File: src/rtl/mult_pkg.sv
// Shared types and elaboration-time helpers for the pipelined multiplier.
package mult_pkg;

    localparam int unsigned MAX_WIDTH = 32;
    localparam int unsigned MAX_PW    = 2 * MAX_WIDTH;

    // Carry-save pair sized for the widest legal operand; users take the low 2*WIDTH bits.
    typedef struct packed {
        logic [MAX_PW-1:0] sum;
        logic [MAX_PW-1:0] carry;
    } csa_pair_t;

    function automatic int unsigned prod_width(input int unsigned w);
        return 2 * w;
    endfunction

    // WIDTH partial-product rows plus one correction-constant row.
    function automatic int unsigned csa_rows(input int unsigned w);
        return w + 1;
    endfunction

    // Baugh-Wooley constant: 2^w + 2^(2w-1), modulo 2^(2w).
    function automatic logic [MAX_PW-1:0] bw_correction(input int unsigned w);
        return (MAX_PW'(1) << w) | (MAX_PW'(1) << (2 * w - 1));
    endfunction

    // Largest Dadda height (2,3,4,6,9,13,19,28,42) strictly below h.
    function automatic int unsigned dadda_target(input int unsigned h);
        int unsigned d;
        int unsigned nxt;
        d   = 2;
        nxt = 3;
        while (nxt < h) begin
            d   = nxt;
            nxt = (nxt * 3) / 2;
        end
        return d;
    endfunction

endpackage

File: src/rtl/mult_csa_tree.sv
// Combinational partial-product generation and carry-save compression to two rows.
module mult_csa_tree
    import mult_pkg::*;
#(
    parameter int unsigned WIDTH = 8
) (
    input  logic [WIDTH-1:0] x,
    input  logic [WIDTH-1:0] y,
    input  logic             signed_mode,
    output csa_pair_t        pair
);

    localparam int unsigned PW   = prod_width(WIDTH);
    localparam int unsigned ROWS = csa_rows(WIDTH);
    localparam logic [MAX_PW-1:0] CORR = bw_correction(WIDTH);

    logic [PW-1:0]    rows [ROWS];
    logic [PW-1:0]    nxt  [ROWS];
    logic [WIDTH-1:0] pp;
    int unsigned      h;
    int unsigned      d;
    int unsigned      n;

    always_comb begin
        pp = '0;
        h  = ROWS;
        d  = 0;
        n  = 0;
        for (int unsigned k = 0; k < ROWS; k++) nxt[k] = '0;
        // Signed mode inverts the terms where exactly one operand index is the MSB.
        for (int unsigned i = 0; i < WIDTH; i++) begin
            for (int unsigned j = 0; j < WIDTH; j++) begin
                pp[j] = x[j] & y[i];
                if (signed_mode && ((i == WIDTH - 1) != (j == WIDTH - 1)))
                    pp[j] = ~pp[j];
            end
            rows[i] = PW'(pp) << i;
        end
        rows[ROWS-1] = signed_mode ? CORR[PW-1:0] : '0;

        // Each level compresses only as many row triples as needed to reach the next Dadda height.
        while (h > 2) begin
            d = dadda_target(h);
            n = h - d;
            for (int unsigned k = 0; k < ROWS; k++) nxt[k] = '0;
            for (int unsigned k = 0; k < n; k++) begin
                nxt[2*k]   = rows[3*k] ^ rows[3*k+1] ^ rows[3*k+2];
                nxt[2*k+1] = ((rows[3*k] & rows[3*k+1]) | (rows[3*k] & rows[3*k+2])
                             | (rows[3*k+1] & rows[3*k+2])) << 1;
            end
            for (int unsigned k = 3 * n; k < h; k++) nxt[k-n] = rows[k];
            for (int unsigned k = 0; k < ROWS; k++) rows[k] = (k < d) ? nxt[k] : '0;
            h = d;
        end

        pair.sum   = MAX_PW'(rows[0]);
        pair.carry = MAX_PW'(rows[1]);
    end

endmodule

File: src/rtl/mult_pipe_seq.sv
// Pipelined WIDTH x WIDTH multiplier with stall-all valid/ready flow control.
// Optional MULT_PIPE_CNT_EN adds a 32-bit count of output handshakes (done_count).
module mult_pipe_seq
    import mult_pkg::*;
#(
    parameter int unsigned WIDTH       = 8,
    parameter int unsigned PIPE_STAGES = 2
) (
    input  logic                 clk,
    input  logic                 rst_n,
    input  logic                 in_valid,
    output logic                 in_ready,
    input  logic [WIDTH-1:0]     in_x,
    input  logic [WIDTH-1:0]     in_y,
    input  logic                 in_signed,
    output logic                 out_valid,
    input  logic                 out_ready,
    output logic [2*WIDTH-1:0]   out_product
`ifdef MULT_PIPE_CNT_EN
    ,
    output logic [31:0]          done_count
`endif
);

    localparam int unsigned PW   = prod_width(WIDTH);
    localparam int unsigned LVLS = $clog2(PW);

    logic                   adv;
    logic [PIPE_STAGES-1:0] vld;
    logic [WIDTH-1:0]       tx;
    logic [WIDTH-1:0]       ty;
    logic                   tsm;
    csa_pair_t              tree_pair;
    csa_pair_t              add_pair;
    logic [PW-1:0]          gen  [LVLS+1];
    logic [PW-1:0]          prop [LVLS+1];
    logic [PW-1:0]          sum;

    assign out_valid = vld[PIPE_STAGES-1];
    assign adv       = !out_valid || out_ready;
    assign in_ready  = adv;

    always_ff @(posedge clk or negedge rst_n) begin
        if (!rst_n) begin
            vld <= '0;
        end else if (adv) begin
            vld[0] <= in_valid;
            for (int unsigned i = 1; i < PIPE_STAGES; i++) vld[i] <= vld[i-1];
        end
    end

    generate
        if (PIPE_STAGES == 1) begin : g_comb_in
            assign tx  = in_x;
            assign ty  = in_y;
            assign tsm = in_signed;
        end else begin : g_op_reg
            logic [WIDTH-1:0] x_q;
            logic [WIDTH-1:0] y_q;
            logic             sm_q;
            always_ff @(posedge clk) begin
                if (adv) begin
                    x_q  <= in_x;
                    y_q  <= in_y;
                    sm_q <= in_signed;
                end
            end
            assign tx  = x_q;
            assign ty  = y_q;
            assign tsm = sm_q;
        end
    endgenerate

    mult_csa_tree #(.WIDTH(WIDTH)) u_tree (
        .x           (tx),
        .y           (ty),
        .signed_mode (tsm),
        .pair        (tree_pair)
    );

    generate
        if (PIPE_STAGES >= 3) begin : g_cs_reg
            localparam int unsigned NCS = PIPE_STAGES - 2;
            csa_pair_t cs_q [NCS];
            always_ff @(posedge clk) begin
                if (adv) begin
                    cs_q[0] <= tree_pair;
                    for (int unsigned i = 1; i < NCS; i++) cs_q[i] <= cs_q[i-1];
                end
            end
            assign add_pair = cs_q[NCS-1];
        end else begin : g_cs_pass
            assign add_pair = tree_pair;
        end
    endgenerate

    // Kogge-Stone prefix: black cells combine (G,P); cells whose span reaches bit 0 only need G (grey).
    always_comb begin
        gen[0]  = add_pair.sum[PW-1:0] & add_pair.carry[PW-1:0];
        prop[0] = add_pair.sum[PW-1:0] ^ add_pair.carry[PW-1:0];
        for (int unsigned l = 0; l < LVLS; l++) begin
            for (int unsigned i = 0; i < PW; i++) begin
                if (i >= (32'd1 << l)) begin
                    gen[l+1][i]  = gen[l][i] | (prop[l][i] & gen[l][i-(32'd1 << l)]);
                    prop[l+1][i] = prop[l][i] & prop[l][i-(32'd1 << l)];
                end else begin
                    gen[l+1][i]  = gen[l][i];
                    prop[l+1][i] = prop[l][i];
                end
            end
        end
        sum = prop[0] ^ {gen[LVLS][PW-2:0], 1'b0};
    end

    always_ff @(posedge clk or negedge rst_n) begin
        if (!rst_n) begin
            out_product <= '0;
        end else if (adv) begin
            out_product <= sum;
        end
    end

`ifdef MULT_PIPE_CNT_EN
    always_ff @(posedge clk or negedge rst_n) begin
        if (!rst_n) begin
            done_count <= '0;
        end else if (out_valid && out_ready) begin
            done_count <= done_count + 32'd1;
        end
    end
`endif

endmodule

File: config.mk
export PLATFORM = sky130hd
export DESIGN_NAME = mult_pipe_seq
export DESIGN_NICKNAME = d
export VERILOG_FILES = /design/src/rtl/mult_pkg.sv /design/src/rtl/mult_csa_tree.sv /design/src/rtl/mult_pipe_seq.sv
export SDC_FILE = /design/constraint.sdc
export NUM_CORES = 1
export LEC_CHECK = 0
export CELL_PAD_IN_SITES_DETAIL_PLACEMENT = 0
export CELL_PAD_IN_SITES_GLOBAL_PLACEMENT = 1
export CORE_MARGIN = 2
export CORE_UTILIZATION = 45
export DETAILED_ROUTE_END_ITERATION = 10
export PLACE_DENSITY = 0.93
export RECOVER_POWER = 50
export SYNTH_ARGS = -nofsm -noshare
export SYNTH_HDL_FRONTEND = slang
export SYNTH_SLANG_ARGS = --single-unit
File: constraint.sdc
create_clock -name clk -period 5.1 [get_ports clk]
set_input_delay 1.02 -clock clk [delete_from_list [all_inputs] [get_ports clk]]
set_output_delay 1.02 -clock clk [all_outputs]
set_load 0.05 [all_outputs]
==> flow_summary.json <==
{
  "synth-main-ff-cell": "dfrtp_1",
  "synth.distinct_cells": 29,
  "synth_compound_area_frac": 0.0653,
  "antenna_found_initial": 0,
  "cts.sinks": 35,
  "layout_common_cells": "62 x nand2_1, 42 x inv_1, 38 x fa_1, 33 x and2_1, 33 x ha_1",
  "rsz0062_at_grt": "false",
  "startpoint": "out_ready",
  "setup_violations": 0,
  "cts_root_buf": "clkbuf_8",
  "ant_nets": 0,
  "synth_adder_area_share": 0.362,
  "n_antenna_cell": 0,
  "critPathCaptureType": "primary output",
  "fp.dieW_um": 88.8,
  "fp.coreArea_mm2": 0.00687,
  "seq_area_um2": 961,
  "setup-tns-final_ns": 0,
  "ioPinCount": 39,
  "p_leak_nw": 1.75,
  "fin_total_pwr_mw": 2.44,
  "slew_viol_final": 36,
  "vias_per_cell": 4.93,
  "synth.area.top_cells": "fa_1 23%, edfxtp_1 16%, dfrtp_1 14%, ha_1 13%, nand2_1 7.2%",
  "final_common_cell": "nand2_1",
  "powerDensity_mw_per_mm2": 641,
  "peakVddDrop_mv": 0.603,
  "holdBufCountCts": 0,
  "post_cts_resized": 0,
  "avgRoutedWirePerCell_um": 13.8,
  "post-dp-hpwl_mm": 5.08,
  "avgSynthCellArea_um2": 10.3,
  "drt_iter0_drc": 63,
  "post_synth_mux_area_share": 0,
  "synth-seq-cells": 35,
  "worst_pin_slew_ns": 1.62,
  "ys_seq_area_frac": 0.297,
  "hold_ws_ns": 0.457,
  "multi_input_area_mm2": 0.00209,
  "dp_cells": 445,
  "final-hold-violation-count": 0,
  "synthToLayoutAreaGrowth_pct": 17.5,
  "wirelength_mm": 6.27,
  "holdCritPathClass": "reg2reg",
  "gp_congestion": 0.814,
  "synth_top_family_by_area": "adder cells",
  "worstPathArrival_ns": 3.40,
  "violations": "max-capacitance violations, max-slew violations",
  "finalCritPeriodShare": 0.867,
  "num_vias": 2233,
  "cts_tree": "built",
  "rows": 30,
  "synth_xor_area_frac": 0.0676,
  "drc": 0,
  "max-slew-margin-rel": -0.0823,
  "cts_buffer_depth": 2,
  "yosysTopAreaCell": "fa_1",
  "drv_cap": 1,
  "yosys_warnings": 0,
  "synth-edff-count": 17,
  "overflow": 0,
  "grt_usage": 0.183,
  "grt_pass1_vias": 2379,
  "drtPass1Iterations": 4,
  "cts_setup_buffers": 0,
  "die_area_mm2": 0.00789,
  "clk_pin_slew_ns": 0.07,
  "synth_top_area_frac": 0.235,
  "start_util": 0.472,
  "grt_max_degree": 36,
  "cp.required_ns": 4.08,
  "r2r_start": "g_op_reg.y_q[5]$_DFFE_PP_",
  "clk_latency_ns": 0.30,
  "numCtsBuffers": 5,
  "fin_skew_ns": 0.00549,
  "hold_start": "vld[0]$_DFFE_PN0P_",
  "nets": 448,
  "status": "complete, but fails checks",
  "yosys.area_share.simple": 0.149,
  "timing.final.crit_period_ns": 4.42,
  "htreeDepth": 2,
  "setup.worst_path.start_class": "input pin",
  "syn-num-nets": 407,
  "grt_pass1_wl_mm": 11.0,
  "final_cells": 453,
  "drive_gt1_frac": 0.0392,
  "die_h_um": 88.8,
  "syn-cell-area_mm2": 0.00324,
  "port_buffers": 38,
  "async_flop_share": 0.514,
  "fillers": 625,
  "crit_type": "in2out",
  "fmax_mhz": 226,
  "path_max_fanout": 35,
  "synthCells": 315
}
## registers in the layout, summed over array words and instances, names as in the netlist
name	count
out_product	16
g_op_reg.x_q	8
g_op_reg.y_q	8
vld	2
g_op_reg.sm_q	1
## synth_stat cells, types with 2 or more instances
cell type / n
a21oi_1: 9
and2_1: 33
buf_2: 4
clkbuf_1: 2
dfrtp_1: 18
edfxtp_1: 17
fa_1: 38
ha_1: 33
inv_1: 42
nand2_1: 62
nand3_1: 3
nor2_1: 4
o211ai_2: 2
o21ai_0: 8
o21bai_1: 3
xnor2_1: 17
xor2_1: 8
## per-stage QoR
| step | area (um^2) | worst slack (ns) | utilization |
|---|---|---|---|
| floorplan | 3240 | 1.11 | - |
| CTS | 3810 | 0.821 | 0.555 |
| finish | 3810 | 0.679 | 0.554 |
| detailed placement | 3730 | 0.836 | 0.543 |
| global placement | 3730 | 0.881 | 0.543 |
| global route | 3810 | 0.424 | 0.554 |
## final cells by class
cell class | instances | area share
multi-input combinational | 230 | 0.548
sequential | 35 | 0.252
timing repair buffer | 41 | 0.104
inverter | 43 | 0.0424
tap | 96 | 0.0316
clock buffer | 7 | 0.0201
clock inverter | 1 | 0.00131
## layer usage
layer	vias to the layer above	track usage	wire length, um
met4	0	0.0275	56
met2	41	0.325	3280
met1	1117	0.234	2730
li1	1070	-	-
met3	5	0.0420	207
met5	-	0	0
## kinds of logic (layout without fill, tap and decap cells)
logic type      count (synthesis)  after routing
xor+xnor                       25             25
simple gates                  104            104
fa+ha+maj                      71             71
buf+inv                        50             92
flops                          35             35
compound gates                 30             30
## path summary, 6_finish.rpt
path | endpoint | slack, ns | depth (start not counted)
worst max register to register | out_product[14]$_DFFE_PN0P_ | 0.78 | 13
max in group asynchronous | out_product[11]$_DFFE_PN0P_ | 3.33 | 1
worst min-delay path | vld[0]$_DFFE_PN0P_ | 0.46 | 2
worst max-delay path | in_ready | 0.68 | 6
worst min register to register | vld[0]$_DFFE_PN0P_ | 0.46 | 2
min in group asynchronous | out_product[13]$_DFFE_PN0P_ | 1.26 | 1
## power breakdown
| group | internal, mW | total (mW) | switching (mW) |
|---|---|---|---|
| sequential | 0.389 | 0.449 | 0.0603 |
| clock | 0.0959 | 0.202 | 0.106 |
| combinational | 0.752 | 1.79 | 1.04 |
| total | 1.24 | 2.44 | 1.20 |
## critical path, stage by stage
cell	delay, ns
dlygate4sd3_1	0.53
nor2b_1	0.04
buf_4	0.19
clkinv_1	0.05
clkbuf_1	1.17
buf_4	0.39
Power figures use the tool's default switching activity.
